**config.mk**
```make
export PLATFORM = sky130hd
export DESIGN_NAME = simd_issue_sequencer
export DESIGN_NICKNAME = d
export VERILOG_FILES = /design/src/rtl/simd_pkg.sv /design/src/rtl/simd_op_classify.sv /design/src/rtl/simd_issue_sequencer.sv
export SDC_FILE = /design/constraint.sdc
export NUM_CORES = 1
export LEC_CHECK = 0
export CORE_MARGIN = 4
export CORE_UTILIZATION = 41
export CTS_BUF_LIST = sky130_fd_sc_hd__clkbuf_4
export CTS_CLUSTER_SIZE = 28
export DETAILED_ROUTE_END_ITERATION = 10
export PLACE_DENSITY = 0.78
export SLEW_MARGIN = 20
export SYNTH_ARGS = -nofsm -noshare
export SYNTH_HDL_FRONTEND = slang
export SYNTH_SLANG_ARGS = --single-unit
export TNS_END_PERCENT = 10
```
**constraint.sdc**
```tcl
create_clock -name clk -period 1.85 [get_ports clk]
set_input_delay 0.4625 -clock clk [delete_from_list [all_inputs] [get_ports clk]]
set_output_delay 0.4625 -clock clk [all_outputs]
set_load 0.01 [all_outputs]
```
**src/rtl/simd_pkg.sv**
```systemverilog
// Shared types for the SIMD issue sequencer: op classes, opcode constants and FSM states.
package simd_pkg;

  typedef enum logic [2:0] {
    OP_ADD  = 3'b000,
    OP_SUB  = 3'b001,
    OP_MUL  = 3'b010,
    OP_UDIV = 3'b011,
    OP_FADD = 3'b100,
    OP_FSUB = 3'b101,
    OP_RET  = 3'b111
  } op_type_e;

  typedef enum logic [2:0] {
    S_IDLE,
    S_FETCH,
    S_WAIT_MEM,
    S_ISSUE,
    S_STALL,
    S_DONE
  } seq_state_e;

  localparam logic [10:0] OPC_ADD  = 11'b10001011000;
  localparam logic [10:0] OPC_SUB  = 11'b11001011000;
  localparam logic [10:0] OPC_MUL  = 11'b10011011000;
  localparam logic [10:0] OPC_UDIV = 11'b10011010110;
  localparam logic [10:0] OPC_FP   = 11'b00011110011;

  localparam logic [5:0] FP_SUBOP_ADD = 6'b001010;
  localparam logic [5:0] FP_SUBOP_SUB = 6'b001110;

endpackage

```
**src/rtl/simd_op_classify.sv**
```systemverilog
// Combinational decode of a 32-bit instruction word into op class and operand fields.
module simd_op_classify
  import simd_pkg::*;
(
  input  logic [31:0] instr_i,
  output op_type_e    type_o,
  output logic [4:0]  rn1_o,
  output logic [4:0]  rn2_o,
  output logic [4:0]  rd_o,
  output logic [5:0]  shamt_o
);

  assign rd_o    = instr_i[4:0];
  assign rn1_o   = instr_i[9:5];
  assign shamt_o = instr_i[15:10];
  assign rn2_o   = instr_i[20:16];

  // Anything unrecognised terminates the warp.
  always_comb begin
    type_o = OP_RET;
    case (instr_i[31:21])
      OPC_ADD:  type_o = OP_ADD;
      OPC_SUB:  type_o = OP_SUB;
      OPC_MUL:  type_o = OP_MUL;
      OPC_UDIV: type_o = OP_UDIV;
      OPC_FP: begin
        if (instr_i[15:10] == FP_SUBOP_ADD)      type_o = OP_FADD;
        else if (instr_i[15:10] == FP_SUBOP_SUB) type_o = OP_FSUB;
      end
      default: type_o = OP_RET;
    endcase
  end

endmodule

```
**src/rtl/simd_issue_sequencer.sv**
```systemverilog
// Per-warp fetch/classify/issue sequencer. Define SIMD_ISSUE_PERF_EN to enable the stall_cycles counter.
module simd_issue_sequencer
  import simd_pkg::*;
#(
  parameter int PC_W    = 8,
  parameter int MUL_LAT = 3,
  parameter int DIV_LAT = 8,
  parameter int CNT_W   = 16
) (
  input  logic             clk,
  input  logic             reset,
  input  logic             start,
  input  logic [PC_W-1:0]  base_pc,
  output logic             busy,
  output logic             done,
  output logic             imem_req,
  output logic [PC_W-1:0]  imem_addr,
  input  logic             imem_valid,
  input  logic [31:0]      imem_rdata,
  output logic             issue_valid,
  input  logic             issue_ready,
  output logic [2:0]       issue_type,
  output logic [4:0]       issue_rn1,
  output logic [4:0]       issue_rn2,
  output logic [4:0]       issue_rd,
  output logic [5:0]       issue_shamt,
  output logic [CNT_W-1:0] retired,
  output logic [CNT_W-1:0] stall_cycles
);

  localparam int LAT_MAX = (MUL_LAT > DIV_LAT) ? MUL_LAT : DIV_LAT;
  localparam int LW      = $clog2(LAT_MAX + 1);
  localparam logic [LW-1:0] MUL_CNT = LW'(MUL_LAT - 1);
  localparam logic [LW-1:0] DIV_CNT = LW'(DIV_LAT - 1);

  seq_state_e       state_q;
  logic [PC_W-1:0]  pc_q;
  logic [CNT_W-1:0] retired_q;
  logic [LW-1:0]    cnt_q;
  op_type_e         type_q;
  logic [4:0]       rn1_q, rn2_q, rd_q;
  logic [5:0]       shamt_q;

  op_type_e   c_type;
  logic [4:0] c_rn1, c_rn2, c_rd;
  logic [5:0] c_shamt;

  simd_op_classify u_cls (
    .instr_i (imem_rdata),
    .type_o  (c_type),
    .rn1_o   (c_rn1),
    .rn2_o   (c_rn2),
    .rd_o    (c_rd),
    .shamt_o (c_shamt)
  );

  always_ff @(posedge clk) begin
    if (reset) begin
      state_q   <= S_IDLE;
      pc_q      <= '0;
      retired_q <= '0;
      cnt_q     <= '0;
      type_q    <= OP_ADD;
      rn1_q     <= '0;
      rn2_q     <= '0;
      rd_q      <= '0;
      shamt_q   <= '0;
    end else begin
      case (state_q)
        S_IDLE: if (start) begin
          pc_q      <= base_pc;
          retired_q <= '0;
          state_q   <= S_FETCH;
        end
        S_FETCH: state_q <= S_WAIT_MEM;
        S_WAIT_MEM: if (imem_valid) begin
          type_q  <= c_type;
          rn1_q   <= c_rn1;
          rn2_q   <= c_rn2;
          rd_q    <= c_rd;
          shamt_q <= c_shamt;
          state_q <= (c_type == OP_RET) ? S_DONE : S_ISSUE;
        end
        S_ISSUE: if (issue_ready) begin
          pc_q <= pc_q + 1'b1;
          if (retired_q != '1) retired_q <= retired_q + 1'b1;
          if (type_q == OP_MUL) begin
            cnt_q   <= MUL_CNT;
            state_q <= (MUL_CNT == '0) ? S_FETCH : S_STALL;
          end else if (type_q == OP_UDIV) begin
            cnt_q   <= DIV_CNT;
            state_q <= (DIV_CNT == '0) ? S_FETCH : S_STALL;
          end else begin
            state_q <= S_FETCH;
          end
        end
        // Leave on the cycle the count reaches zero, so a load of N gives N stall cycles.
        S_STALL: begin
          cnt_q <= cnt_q - 1'b1;
          if (cnt_q <= LW'(1)) state_q <= S_FETCH;
        end
        S_DONE:  state_q <= S_IDLE;
        default: state_q <= S_IDLE;
      endcase
    end
  end

  assign busy        = (state_q != S_IDLE);
  assign done        = (state_q == S_DONE);
  assign imem_req    = (state_q == S_FETCH);
  assign imem_addr   = pc_q;
  assign issue_valid = (state_q == S_ISSUE);
  assign issue_type  = type_q;
  assign issue_rn1   = rn1_q;
  assign issue_rn2   = rn2_q;
  assign issue_rd    = rd_q;
  assign issue_shamt = shamt_q;
  assign retired     = retired_q;

`ifdef SIMD_ISSUE_PERF_EN
  logic [CNT_W-1:0] stall_q;
  always_ff @(posedge clk) begin
    if (reset)                                                         stall_q <= '0;
    else if (state_q == S_IDLE && start)                               stall_q <= '0;
    else if ((state_q == S_STALL || (state_q == S_ISSUE && !issue_ready))
             && stall_q != '1)                                         stall_q <= stall_q + 1'b1;
  end
  assign stall_cycles = stall_q;
`else
  assign stall_cycles = '0;
`endif

endmodule

```
==> impl_summary.md <==
Synth
A synthesized cell averages 7.85 um^2. After synthesis, flip-flops and latches occupy 38.3% of the total area. Among all cell types in the netlist, the one instantiated most often is sky130_fd_sc_hd__nand2_1. The number of storage elements in the synthesis netlist is 55.

The cell count after synthesis came out at 366. The largest area contributor in the synthesized netlist is sky130_fd_sc_hd__dfxtp_1. Of all flip-flops after synthesis, the portion carrying an async set or reset was 0%. In this run, distinct cell masters in the synthesized netlist total 60. In the post-synthesis netlist, the biggest area contributors are sky130_fd_sc_hd__dfxtp_1 (38%), sky130_fd_sc_hd__nand2_1 (9.0%), sky130_fd_sc_hd__a21oi_1 (7.0%). By count the netlist is led by sky130_fd_sc_hd__nand2_1 (69), sky130_fd_sc_hd__dfxtp_1 (55), sky130_fd_sc_hd__a21oi_1 (40). The cell area after technology mapping is 0.00287 mm^2. The flip-flop cell with the highest count after synthesis is sky130_fd_sc_hd__dfxtp_1. The number of synthesized flops with an enable pin is 0.

The share of synthesized area in the top cell type comes to 38.3%. The count of warnings emitted by yosys is 0.

Drt
The routed layout has 3067 vias. The count of nets left with antenna violations once routing finished came out at 0. After the first detailed-routing iteration, the DRC count stood at 238. In the routed layout, each cell is associated on average with a via count of 5.22. Summed over all layers, the routed wires come to 7920 um. In the final routed layout, each cell accounts on average for 13.5 um. The number of DRC violations after detailed routing is 0. The pre-antenna-repair detailed-routing pass consisted of 4 iterations.

Global routing
The number of global-route vias before repair is 2905. The met2 routing resource usage after global routing is 31.6%. The first global-routing pass estimated 13000 um of wire.

The initial antenna violation count is 0. The global-route total usage across every layer is 18.4%. The total grt overflow is 0. The met3 track utilization from global routing is 7.71%.

The maximum number of pins on one net before global-route repair is 28. The layer carrying the most global-route usage is met2. The global-route met1 utilization is 21.2%.

STA
The relative max-transition margin is 67.3%. Across all setup checks in the final design, the least slack found is -2.86 ps. The minimum period implied by the final worst setup slack is 1850 ps. Setup violations remaining at the end of the flow were counted as 1. The final hold violation count is 0.

Setup repair after global routing could not meet its margin everywhere. The count of pins over their slew limit is 0. Clock skew on the completed layout was measured at 15.8 ps. The worst hold slack after final layout is 469 ps. After layout, the worst path uses 100% of the clock period. For the pin with the worst max-slew slack, the measured transition is 484 ps. The achievable frequency is 0.540 GHz.

Floorplanning
113 I/O pins were placed. The floorplan step set the die width to 91.7 um. The initial utilization of the core area, before any placement, comes to 42.3%.

The height of the die is 91.7 um. The number of placement rows is 30. The die covers 0.00841 mm^2. The floorplan step defined a core boundary enclosing 0.00679 mm^2.

Layout
The share of the core filled with cells in the final layout is 62.8%. The multi-input combinational cell area is 0.00163 mm^2. The fraction of layout cells with a size suffix above 1 is 19.5%.

Excluding fillers, the count of instances in the completed layout stands at 588. The summed area of non-filler cells in the final layout is 0.00427 mm^2. The relative area change from synthesis to final layout is 48.5%. In the final design database the tool counted 540 nets. The count of inserted antenna diode cells is 0.

Counting the fill cells in the layout gives 602. Across the whole layout, storage elements account for 0.00115 mm^2.

Setup path
The data arrival time at the worst-slack endpoint is 2090 ps. Data on the critical path is required at its endpoint by 2090 ps. The classification of the worst setup path is primary input to register.

The maximum fanout encountered on the critical timing path is 4. The number of buffers and inverters on the critical path is 1. The signal on the critical path passes through clkdlybuf4s50_1, nor4bb_1, nand2_1, a221o_1, a31oi_1, a2111oi_1.

The critical path capture point type is a register. The kind of start point of the critical path is a primary input. The largest individual stage delay along the critical path comes from the cell sky130_fd_sc_hd__clkdlybuf4s50_1. In this design, the stage delay of the slowest critical-path cell is 490 ps. The cell family contributing the most delay on the critical path is compound AO/OA/AOI/OAI gates.

The reg-to-reg setup timing slack is 50 ps.

CTS
Counting every sink on the clock net gives 55. The root buffer cell is sky130_fd_sc_hd__clkbuf_4. The H-tree was split into 2 levels. The number of buffers created by CTS is 5.

The CTS clock-pin slew for the worst setup and hold paths is 160 ps. The clock latency on the worst-skew pair is 370 ps. TritonCTS built the clock tree.

In this run the deepest clock path goes through 2 buffers.

Placed design
Counting tap cells, the placed design contains a total of 578 instances. The last weighted congestion value of the routability-driven placer is 0.825. The count of buffers inserted at the top-level ports is 96. The half-perimeter wire length after detailed placement is 6110 um. After detailed placement, the total cell area comes to 0.00412 mm^2.

Power and ir drop
Dividing total power by cell area gives a power density of 616 mW/mm^2. The highest ir drop seen on vdd is 0.446 mV. The analysis attributes to cell leakage a power of 1.65 nW.

Run
The count of maximum capacitance violations is 0.

Hold path
In this run the worst hold path is classified as register to register.

Outcome
The checks that failed: setup timing. The run finished, with violations left.
metrics by stage:
step           total power [mW]  TNS [ps]  worst slack (ps)
3_5_place_dp               1.97     -5720              -371
3_3_place_gp               1.96     -4680              -313
2_1_floorplan              1.65         0              41.1
6_report                   2.63     -2.86             -2.86
5_1_grt                    2.78     -37.5             -37.5
4_1_cts                    2.64     -34.0             -34.0
worst register-to-register path: cells and delay by family (launching register included):
family | cells | cell delay [ps]
AO/OA/AOI/OAI | 1 | 200
XOR/XNOR | 1 | 130
adder cells (fa/ha/maj) | 1 | 180
buffers and inverters | 1 | 130
flip-flops | 1 | 360
AND/OR/NAND/NOR | 3 | 700
cell families after synthesis:
kind of cell	count (synthesis)	synth area share, %
other cells	1	0.130
fa+ha+maj	4	1.74
flops	55	38.3
compound gates	90	19.8
simple gates	168	29.8
buf+inv	40	7.75
xor+xnor	7	2.13
mux	1	0.348
cells in the final DEF (no fill, tap or decap), types with 8 or more instances in the layout:
cell type and count:
sky130_fd_sc_hd__dlygate4sd2_1 8, sky130_fd_sc_hd__a21oi_1 40, sky130_fd_sc_hd__nor2_1 31, sky130_fd_sc_hd__conb_1 16, sky130_fd_sc_hd__buf_4 38, sky130_fd_sc_hd__clkdlybuf4s50_1 79, sky130_fd_sc_hd__nand2_1 69, sky130_fd_sc_hd__nand3_1 10
sky130_fd_sc_hd__nor3_1 10, sky130_fd_sc_hd__dfxtp_2 22, sky130_fd_sc_hd__dfxtp_1 28, sky130_fd_sc_hd__o21ai_0 12
final timing paths:
kind	startpoint	cells after the start	end
min reg2reg	issue_rn2[0]$_SDFFE_PP0P_	2	issue_rn2[0]$_SDFFE_PP0P_
max reg2reg	retired[0]$_SDFFE_PP0P_	7	retired[11]$_SDFFE_PP0P_
min	issue_rn2[0]$_SDFFE_PP0P_	2	issue_rn2[0]$_SDFFE_PP0P_
max	imem_rdata[23]	6	state_q[2]$_SDFFE_PP0P_
registers in the layout (all words and copies together), names as in the netlist:
name,flops
cnt_q,4
issue_type,3
retired,16
imem_addr,8
state_q,3
issue_rn1,5
issue_rd,5
issue_shamt,6
issue_rn2,5
layout make-up:
type                       count  share of cell area [%]
tap                           96                    2.82
timing repair buffer         136                    29.6
multi-input combinational    286                    38.1
sequential                    55                    26.9
clock inverter                 3                    1.03
clock buffer                   5                   0.880
inverter                       7                   0.616
where the power goes:
group | switching [mW] | leakage [nW] | internal [mW]
sequential | 0.0580 | 0.460 | 1.25
clock | 0.387 | 0.0452 | 0.286
combinational | 0.312 | 1.15 | 0.342
total | 0.757 | 1.65 | 1.87
routing by layer:
| metal | share of wire, % | wire, um | vias to the layer above |
|---|---|---|---|
| li1 | - | - | 1516 |
| met1 | 41 | 3230 | 1435 |
| met2 | 48 | 3820 | 108 |
| met3 | 10 | 793 | 8 |
| met4 | 0.90 | 71 | 0 |
| met5 | 0 | 0 | - |
timing repair:
item / CTS / global route
setup endpoints to repair: 20 / 25
setup buffers: 1 / 1
hold buffers: 0 / 0
pin swaps: 1 / 3
resized for setup: 37 / 27
No activity file was read; power rests on OpenSTA's default activity.
